===== src/rtl/vx_buffer_pkg.sv =====
// Shared types and helpers for the vx buffer family.
//   vx_clog2_min1 : pointer width helper, never returns less than 1 bit
//   PERF_CNTW     : width of the optional performance counters
//   perf_cnt_t    : performance counter type
package vx_buffer_pkg;

  localparam int unsigned PERF_CNTW = 32;

  typedef logic [PERF_CNTW-1:0] perf_cnt_t;

  // max(1, $clog2(n)) so that a 1-entry range still has a 1-bit pointer
  function automatic int unsigned vx_clog2_min1(input int unsigned n);
    return (n <= 2) ? 1 : $clog2(n);
  endfunction

endpackage


===== src/rtl/vx_elastic_queue_if.sv =====
// Handshake bundle for vx_elastic_queue.
//   upstream   : valid_in, data_in (to queue), ready_in (from queue)
//   downstream : valid_out, data_out (from queue), ready_out (to queue)
//   status     : count, full, empty, alm_full (from queue)
// modport slave is the queue side, modport master the surrounding pipeline.
interface vx_elastic_queue_if #(
  parameter int unsigned DATAW = 32,
  parameter int unsigned DEPTH = 4
);

  localparam int unsigned CNTW = $clog2(DEPTH + 1);

  logic             valid_in;
  logic             ready_in;
  logic [DATAW-1:0] data_in;
  logic             valid_out;
  logic             ready_out;
  logic [DATAW-1:0] data_out;
  logic [CNTW-1:0]  count;
  logic             full;
  logic             empty;
  logic             alm_full;

  modport slave (
    input  valid_in, data_in, ready_out,
    output ready_in, valid_out, data_out, count, full, empty, alm_full
  );

  modport master (
    output valid_in, data_in, ready_out,
    input  ready_in, valid_out, data_out, count, full, empty, alm_full
  );

endinterface


===== src/rtl/vx_wrap_counter.sv =====
// Modulo-MAX pointer: advances on en_i, wraps MAX-1 -> 0.
//   clk, reset : clock, asynchronous active-high reset (clears to 0)
//   en_i       : advance enable
//   cnt_o      : current pointer value (registered)
module vx_wrap_counter
  import vx_buffer_pkg::*;
#(
  parameter  int unsigned MAX = 4,
  localparam int unsigned W   = vx_clog2_min1(MAX)
) (
  input  logic         clk,
  input  logic         reset,
  input  logic         en_i,
  output logic [W-1:0] cnt_o
);

  logic [W-1:0] cnt_q;
  logic [W-1:0] cnt_d;

  // next pointer value with explicit wrap (MAX need not be a power of two)
  always_comb begin
    cnt_d = cnt_q;
    if (en_i) begin
      cnt_d = (cnt_q == W'(MAX - 1)) ? '0 : cnt_q + W'(1);
    end
  end

  always_ff @(posedge clk or posedge reset) begin
    if (reset) cnt_q <= '0;
    else       cnt_q <= cnt_d;
  end

  assign cnt_o = cnt_q;

endmodule


===== src/rtl/vx_elastic_queue.sv =====
// N-entry elastic buffer whose ready_in depends only on registered state,
// breaking the ready_out -> ready_in combinational path.
//   clk, reset      : clock, asynchronous active-high reset
//   q (slave)       : valid_in/ready_in/data_in upstream, valid_out/ready_out/
//                     data_out downstream, count/full/empty/alm_full status
//   perf_stalls     : (VX_ELASTIC_QUEUE_PERF_EN) cycles with valid_out & ~ready_out
//   perf_full       : (VX_ELASTIC_QUEUE_PERF_EN) cycles with full & valid_in
// PASSTHRU != 0 reduces the block to wires.
module vx_elastic_queue
  import vx_buffer_pkg::*;
#(
  parameter int unsigned DATAW    = 32,
  parameter int unsigned DEPTH    = 4,
  parameter int unsigned ALM_FULL = DEPTH - 1,
  parameter int unsigned PASSTHRU = 0
) (
  input  logic              clk,
  input  logic              reset,
  vx_elastic_queue_if.slave q
`ifdef VX_ELASTIC_QUEUE_PERF_EN
  ,
  output perf_cnt_t         perf_stalls,
  output perf_cnt_t         perf_full
`endif
);

  localparam int unsigned PTRW = vx_clog2_min1(DEPTH);
  localparam int unsigned CNTW = $clog2(DEPTH + 1);

  if (PASSTHRU != 0) begin : g_pass

    assign q.ready_in  = q.ready_out;
    assign q.valid_out = q.valid_in;
    assign q.data_out  = q.data_in;
    assign q.count     = '0;
    assign q.full      = 1'b0;
    assign q.empty     = 1'b1;
    assign q.alm_full  = 1'b0;
`ifdef VX_ELASTIC_QUEUE_PERF_EN
    assign perf_stalls = '0;
    assign perf_full   = '0;
`endif

  end else begin : g_queue

    logic [DATAW-1:0] mem_q [DEPTH];
    logic [PTRW-1:0]  wr_ptr;
    logic [PTRW-1:0]  rd_ptr;
    logic [CNTW-1:0]  count_q;
    logic [CNTW-1:0]  count_d;
    logic             full_c;
    logic             empty_c;
    logic             push_c;
    logic             pop_c;

    // status decoded from the occupancy register only
    assign full_c  = (count_q == CNTW'(DEPTH));
    assign empty_c = (count_q == '0);
    assign push_c  = q.valid_in & ~full_c;
    assign pop_c   = q.ready_out & ~empty_c;

    vx_wrap_counter #(.MAX(DEPTH)) u_wr_ptr (
      .clk   (clk),
      .reset (reset),
      .en_i  (push_c),
      .cnt_o (wr_ptr)
    );

    vx_wrap_counter #(.MAX(DEPTH)) u_rd_ptr (
      .clk   (clk),
      .reset (reset),
      .en_i  (pop_c),
      .cnt_o (rd_ptr)
    );

    // occupancy: push-only +1, pop-only -1, otherwise hold
    always_comb begin
      count_d = count_q;
      unique case ({push_c, pop_c})
        2'b10:   count_d = count_q + CNTW'(1);
        2'b01:   count_d = count_q - CNTW'(1);
        default: count_d = count_q;
      endcase
    end

    always_ff @(posedge clk or posedge reset) begin
      if (reset) count_q <= '0;
      else       count_q <= count_d;
    end

    // storage is cleared on reset so data_out reads 0 while empty after reset
    always_ff @(posedge clk or posedge reset) begin
      if (reset) begin
        for (int i = 0; i < int'(DEPTH); i++) mem_q[i] <= '0;
      end else if (push_c) begin
        mem_q[wr_ptr] <= q.data_in;
      end
    end

    assign q.ready_in  = ~full_c;
    assign q.valid_out = ~empty_c;
    assign q.data_out  = mem_q[rd_ptr];
    assign q.count     = count_q;
    assign q.full      = full_c;
    assign q.empty     = empty_c;
    assign q.alm_full  = (count_q >= CNTW'(ALM_FULL));

`ifdef VX_ELASTIC_QUEUE_PERF_EN
    perf_cnt_t stalls_q;
    perf_cnt_t full_cnt_q;

    // saturating event counters
    always_ff @(posedge clk or posedge reset) begin
      if (reset) begin
        stalls_q   <= '0;
        full_cnt_q <= '0;
      end else begin
        if (~empty_c && ~q.ready_out && (stalls_q != '1))
          stalls_q <= stalls_q + PERF_CNTW'(1);
        if (full_c && q.valid_in && (full_cnt_q != '1))
          full_cnt_q <= full_cnt_q + PERF_CNTW'(1);
      end
    end

    assign perf_stalls = stalls_q;
    assign perf_full   = full_cnt_q;
`endif

    a_depth_min: assert property (@(posedge clk) DEPTH >= 2)
      else $error("DEPTH must be at least 2");
    a_alm_range: assert property (@(posedge clk) (ALM_FULL >= 1) && (ALM_FULL <= DEPTH))
      else $error("ALM_FULL out of range");
    a_cnt_max: assert property (@(posedge clk) disable iff (reset) count_q <= CNTW'(DEPTH))
      else $error("occupancy exceeds DEPTH");
    a_no_push_full: assert property (@(posedge clk) disable iff (reset) full_c |-> !push_c)
      else $error("push while full");

  end

endmodule


===== src/flat_wrapper.sv =====
// flat-port wrapper written by rule: the top's interface ports become plain ports
module vx_elastic_queue_flat import vx_buffer_pkg::*;
#(
  parameter int unsigned DATAW    = 32,
  parameter int unsigned DEPTH    = 4,
  parameter int unsigned ALM_FULL = DEPTH - 1,
  parameter int unsigned PASSTHRU = 0
)
  (clk, reset, q_valid_in, q_data_in, q_ready_out, q_ready_in, q_valid_out, q_data_out, q_count, q_full, q_empty, q_alm_full);
  vx_elastic_queue_if #(.DATAW(DATAW), .DEPTH(DEPTH)) q_i ();
  input  logic clk;
  input  logic reset;
  input wire logic [$bits(q_i.valid_in)-1:0] q_valid_in;
  input wire logic [$bits(q_i.data_in)-1:0] q_data_in;
  input wire logic [$bits(q_i.ready_out)-1:0] q_ready_out;
  output wire logic [$bits(q_i.ready_in)-1:0] q_ready_in;
  output wire logic [$bits(q_i.valid_out)-1:0] q_valid_out;
  output wire logic [$bits(q_i.data_out)-1:0] q_data_out;
  output wire logic [$bits(q_i.count)-1:0] q_count;
  output wire logic [$bits(q_i.full)-1:0] q_full;
  output wire logic [$bits(q_i.empty)-1:0] q_empty;
  output wire logic [$bits(q_i.alm_full)-1:0] q_alm_full;
  assign q_i.valid_in = q_valid_in;
  assign q_i.data_in = q_data_in;
  assign q_i.ready_out = q_ready_out;
  assign q_ready_in = q_i.ready_in;
  assign q_valid_out = q_i.valid_out;
  assign q_data_out = q_i.data_out;
  assign q_count = q_i.count;
  assign q_full = q_i.full;
  assign q_empty = q_i.empty;
  assign q_alm_full = q_i.alm_full;
  vx_elastic_queue #(.DATAW(DATAW), .DEPTH(DEPTH), .ALM_FULL(ALM_FULL), .PASSTHRU(PASSTHRU)) u_core (.clk(clk), .reset(reset), .q(q_i));
endmodule

===== config.mk =====
export PLATFORM = sky130hd
export DESIGN_NAME = vx_elastic_queue_flat
export DESIGN_NICKNAME = d
export VERILOG_FILES = /design/src/rtl/vx_buffer_pkg.sv /design/src/rtl/vx_elastic_queue_if.sv /design/src/rtl/vx_wrap_counter.sv /design/src/rtl/vx_elastic_queue.sv /design/src/flat_wrapper.sv
export SDC_FILE = /design/constraint.sdc
export NUM_CORES = 1
export LEC_CHECK = 0
export BUFFER_PORTS_ARGS = -buffer_cell sky130_fd_sc_hd__buf_4
export CORE_MARGIN = 1
export CORE_UTILIZATION = 60
export CTS_CLUSTER_DIAMETER = 80
export DETAILED_ROUTE_END_ITERATION = 8
export PLACE_DENSITY = 0.91
export REMOVE_ABC_BUFFERS = 1
export SETUP_SLACK_MARGIN = 0.2
export SLEW_MARGIN = 40
export SYNTH_ARGS = -nofsm -noshare
export SYNTH_HDL_FRONTEND = slang
export SYNTH_SLANG_ARGS = --single-unit

===== constraint.sdc =====
create_clock -name clk -period 10.6 [get_ports clk]
set_clock_uncertainty 0.1 [all_clocks]
set_input_delay 2.12 -clock clk [delete_from_list [all_inputs] [get_ports clk]]
set_output_delay 2.12 -clock clk [all_outputs]
set_load 0.01 [all_outputs]

# --- Yosys cells after proc, flatten, opt, wreduce, memory -nomap -nowiden ---
# Index checks and enable logic that the tools add are counted.
totals:
  ff_bits: 135
classes:
  magnitude_cmp: 4
  bitwise: 6
  addsub: 4
  eq_ne: 5
  n_mux: 9
  reduce_logical: 3
op_table:
  columns: ["cell", "count"]
  rows:
  - ["$bwmux 128", 1]
  - ["$mux 32", 3]
  - ["$bmux 32 s2", 1]
  - ["$demux 32 s2", 1]
  - ["$eq 2x2->1 const B", 3]
  - ["$ge 3x3->1 const B", 2]
  - ["$not 2->3", 2]
  - ["$pmux 3 s2", 1]
  - ["$add 2x1->2 const B", 2]
  - ["$mux 2", 2]
  - ["$add 3x1->3 const B", 1]
  - ["$eq 3x3->1 const B", 1]
  - ["$ge 3x2->1 const B", 1]
  - ["$logic_not 3->1", 1]
  - ["$lt 3x1->1 const B", 1]
  - ["$sub 3x1->3 const B", 1]
  - ["$and 1x1->1", 2]
  - ["$eq 2x1->1 const B", 1]
  - ["$not 1->1", 2]
  - ["$reduce_bool 2->1", 1]
  - ["$logic_and 1x1->1", 1]

# --- Depth between registers and ports, before layout ---
depth:
  depth_word: 6
  ltp_mapped: 10
  ltp_nobuf: 10

# --- By module ---
# A second synthesis with hierarchy kept.
unflattened:
  cells_unflattened: 351
  area_unflattened_um2: 6074.6
by_module_without_submodules:
  columns: ["mod", "n_inst", "area_per_inst_um2", "seq_area_each_um2", "cells_each"]
  rows:
  - ["vx_elastic_queue", 1, 5889.4, 3278.1, 337]
  - ["vx_wrap_counter", 2, 92.6, 50.0, 7]

# --- Worst setup path after synthesis ---
# Ideal clock, no wire load.
synth_path:
  kind: "reg-to-output"
  from: "register u_core.g_queue.u_rd_ptr.cnt_q[0], in the netlist u_core.g_queue.u_rd_ptr.cnt_o[0]"
  to: "output port q_data_out[18]"
  n_path_buf: 2
  setup_slack_ns: 7.047
  arrival_ns: 1.333
  path_stages_with_launch: 4
  path_cell_list: "dfrtp_1 > buf_2 > buf_2 > mux4_2"
synth_via:
  elab_chain_cells: 4
synth_lines:
  columns: ["item", "line", "rtl"]
  rows:
  - ["start: declaration", "vx_wrap_counter.sv:17", "logic [W-1:0] cnt_q;"]
  - ["start signal: assignment", "vx_wrap_counter.sv:30", "else cnt_q <= cnt_d;"]
  - ["$not 2->3 (not written as such)", "vx_elastic_queue.sv:102", "assign q.data_out = mem_q[rd_ptr];"]
  - ["$bmux 32 s2", "vx_elastic_queue.sv:102", null]
  - ["$mux 32 (not written as such) (2 in series)", "vx_elastic_queue.sv:102", null]
  - ["end: declaration", "flat_wrapper.sv:18", "output wire logic [$bits(q_i.data_out)-1:0] q_data_out;"]
# No other way between the ends. The select of a mux whose other input is x is not followed.

# --- Worst setup path in the final report ---
layout_path:
  from: "register u_core.g_queue.u_rd_ptr.cnt_q[0], in the netlist u_core.g_queue.u_rd_ptr.cnt_o[0]"
  to: "output port q_data_out[16]"
# Same word-level chain as after synthesis.

==> flow_metrics.tcl <==
set metrics [dict create \
    post-route-util_pct 72.6 \
    switching_share_pct 29.8 \
    tritoncts "yes" \
    arrival_ns 2.46 \
    cpLargestDelayFamily "flip-flops" \
    clk_transition_reported_paths_ns 0.06 \
    fillers 670 \
    postCtsSetupRepairBufs 0 \
    cts_buffer_depth 2 \
    fin_setup_tns_ns 0 \
    synth.cell_area_um2 6650 \
    syn_inst 355 \
    crit_fanout 19 \
    drt-total-wl_mm 12.9 \
    cp_cell_sequence "buf_4, mux4_2, buf_4" \
    critPathRequiredTime_ns 8.38 \
    place_area_um2 7130 \
    period_needed_ns 4.68 \
    worstSetupPathType "flip-flop to primary output" \
    cts.sinks 135 \
    cp-end-kind "primary output" \
    peakVddDrop_mv 0.214 \
    p_int_mw 2.05 \
    grt_start_max_net_pins 94 \
    whs_path_depth 1 \
    gp_congestion 0.693 \
    clock_latency_ns 0.53 \
    cp_slowest_stage_delay_ns 0.73 \
    hold_viol_final 0 \
    crit_buf_inv 2 \
    viasPerCell 5.74 \
    start_util_pct 61.3 \
    cts-root-buf "clkbuf_8" \
    worstMarginPinSlew_ns 0.862 \
    syn_area_per_cell_um2 18.7 \
    antenna_left 0 \
    synth-main-ff-cell "dfrtp_1" \
    dr_wl_met3_um 553 \
    synth_common_cells "dfrtp_1 (135), mux2_4 (120), mux4_2 (32)" \
    drv_cap 0 \
    yosysMostFrequentCell "dfrtp_1" \
    clockPowerShare_pct 23.0 \
    drt_iter0_drc 154 \
    critPathSlowestCell "dfrtp_2" \
    yosysWarnings 0 \
    rsz0062_at_grt "no" \
    seq_power_share_pct 34.2 \
    ctsResizeCount 0 \
    vias 3370 \
    htreeDepth 4 \
    port_buffers 75 \
    layout-drive-gt1-share_pct 64.4 \
    async_reset_ff_share_pct 100 \
    core_um2 10800 \
    grt_pass1_wl_mm 21.3 \
    synth_edf_count 0 \
    pwr-share-comb_pct 42.7 \
    reg2reg_depth 10 \
    die_y_um 107 \
    numCtsBuffers 17 \
    drc 0 \
    post-dp-hpwl_mm 7.52 \
    top_layer "met4" \
    power.density_nw_per_um2 372 \
    die_w_um 107 \
    area_growth_pct 18.4 \
    total_power_mw 2.93 \
    status "complete, no violations" \
    final_net_count 477 \
    post_drt_wl_per_cell_um 22.0 \
    p_leak_nw 3.59 \
    firstDrtPassIters 4 \
    core.rowCount 38 \
    yosys.area.top_type_share_pct 50.8 \
    wl_met2_mm 6.39 \
    m1WireLength_mm 5.82 \
    hold_path_class "flip-flop to flip-flop" \
    switchingPower_mw 0.871 \
    die-area_um2 11500 \
    crit_top_cell "buf_4" \
    cp.depth 3 \
    antenna_found_initial 0 \
    min_period_over_period_pct 44.2 \
    fmax_ghz 0.214 \
    diodes 0 \
    drv_slew 0 \
    design_area_um2 7870 \
    pin_count 76 \
    yosysUniqueCellTypes 23 \
    gr-usage-all-layers_pct 25.2 \
    grt_overflow_total 0 \
    synth_top_cell_by_area "dfrtp_1" \
    slew_headroom_pct 42.5 \
    ys_seq_elements 135 \
    setup_viol 0 \
    grt_pass1_vias 3786 \
    hold_buffers 0 \
    ys_top_cells_by_area "dfrtp_1 (51%), mux2_4 (27%), mux4_2 (11%)" \
    yosysSeqAreaShare_pct 50.8 \
    setup.worst_path.start_class "flip-flop" \
]
[per-layer routing]
layer	vias up	track usage (%)
met1	1819	34.9
met5	-	0
met3	16	6.72
met4	0	8.32
met2	81	39.1
li1	1454	-
[worst paths after layout]
path | start | endpoint | slack (ns)
setup reg to reg | u_core.q.count[1]$_DFFE_PP0P_ | u_core.q.count[2]$_DFFE_PP0P_ | 8.37
max in group asynchronous | reset | u_core.g_queue.u_rd_ptr.cnt_o[1]$_DFFE_PP0P_ | 7.66
min in group asynchronous | reset | u_core.g_queue.mem_q[74]$_DFFE_PP0P_ | 1.54
hold / removal | u_core.g_queue.mem_q[64]$_DFFE_PP0P_ | u_core.g_queue.mem_q[64]$_DFFE_PP0P_ | 0.41
setup / recovery | u_core.g_queue.u_rd_ptr.cnt_o[0]$_DFFE_PP0P_ | q_data_out[16] | 5.92
hold reg to reg | u_core.g_queue.mem_q[64]$_DFFE_PP0P_ | u_core.g_queue.mem_q[64]$_DFFE_PP0P_ | 0.41
[cell usage in the layout, fill, tap and decap left out]
| cell type | instances |
|---|---|
| inv_1 | 6 |
| xnor2_1 | 1 |
| or3_2 | 1 |
| nand2_1 | 5 |
| inv_8 | 1 |
| nand2b_4 | 1 |
| buf_4 | 76 |
| mux2i_1 | 1 |
| nor2_1 | 3 |
| a21o_2 | 1 |
| inv_4 | 1 |
| dfrtp_2 | 1 |
| nor2_8 | 4 |
| ha_1 | 6 |
| dfrtp_4 | 1 |
| dfrtp_1 | 133 |
| fa_1 | 1 |
| inv_2 | 1 |
| mux4_2 | 32 |
| mux2_4 | 120 |
| clkbuf_1 | 1 |
| nand3_4 | 1 |
| xor2_1 | 2 |
| clkinv_4 | 1 |
| bufinv_16 | 6 |
| mux2_2 | 12 |
| clkinvlp_4 | 4 |
| clkbuf_8 | 5 |
| buf_12 | 3 |
| clkbuf_16 | 16 |
[cell type report]
type	count	area, um^2	share of cell area (%)
timing repair buffer	80	644	8.19
clock buffer	21	459	5.83
multi-input combinational	191	2950	37.4
tap	140	175	2.23
clock inverter	11	219	2.78
inverter	9	43.8	0.556
sequential	135	3380	43.0
[registers in the layout, summed over array words and instances, names as in the netlist]
signal / cells
u_core.g_queue.u_rd_ptr.cnt_o: 2
u_core.g_queue.mem_q: 128
u_core.q.count: 3
u_core.g_queue.u_wr_ptr.cnt_o: 2
[power by group through the flow]
stage / Clock, mW / Sequential [mW] / Combinational, mW
after floorplan: 0 / 0.933 / 0.891
after detailed placement: 0 / 0.994 / 1.24
after global routing: 0.704 / 1.03 / 1.33
final: 0.673 / 1.00 / 1.25
after CTS: 0.679 / 0.998 / 1.25
after global placement: 0 / 0.976 / 1.21
[cell families (layout without fill, tap and decap cells)]
group | Yosys count | count (layout) | share of synthesized area [%]
adder cells (fa/ha/maj) | 7 | 7 | 1.43
XOR/XNOR | 3 | 3 | 0.395
flip-flops | 135 | 135 | 50.8
AO/OA/AOI/OAI | 1 | 1 | 0.132
AND/OR/NAND/NOR | 15 | 15 | 2.24
multiplexers | 165 | 165 | 40.1
buffers and inverters | 29 | 121 | 4.87
[stage by stage]
stage                     setup WS [ns]  instances  hold WS, ns
after floorplan                    4.77        335        0.375
after global placement             6.42        552        0.384
final                              5.92        587        0.406
after detailed placement           6.43        552        0.389
after global routing               5.74        587        0.421
after CTS                          5.84        584        0.406
[worst reg2reg max path, cell delays in order (launching register included)]
cell and delay [ns]:
dfrtp_1 0.40, inv_1 0.15, nand3_4 0.12, inv_8 0.14
nand2b_4 0.17, ha_1 0.18, inv_1 0.06, fa_1 0.37
xor2_1 0.15, nor2_1 0.13, xor2_1 0.17
(Power assumes the default switching activity.)
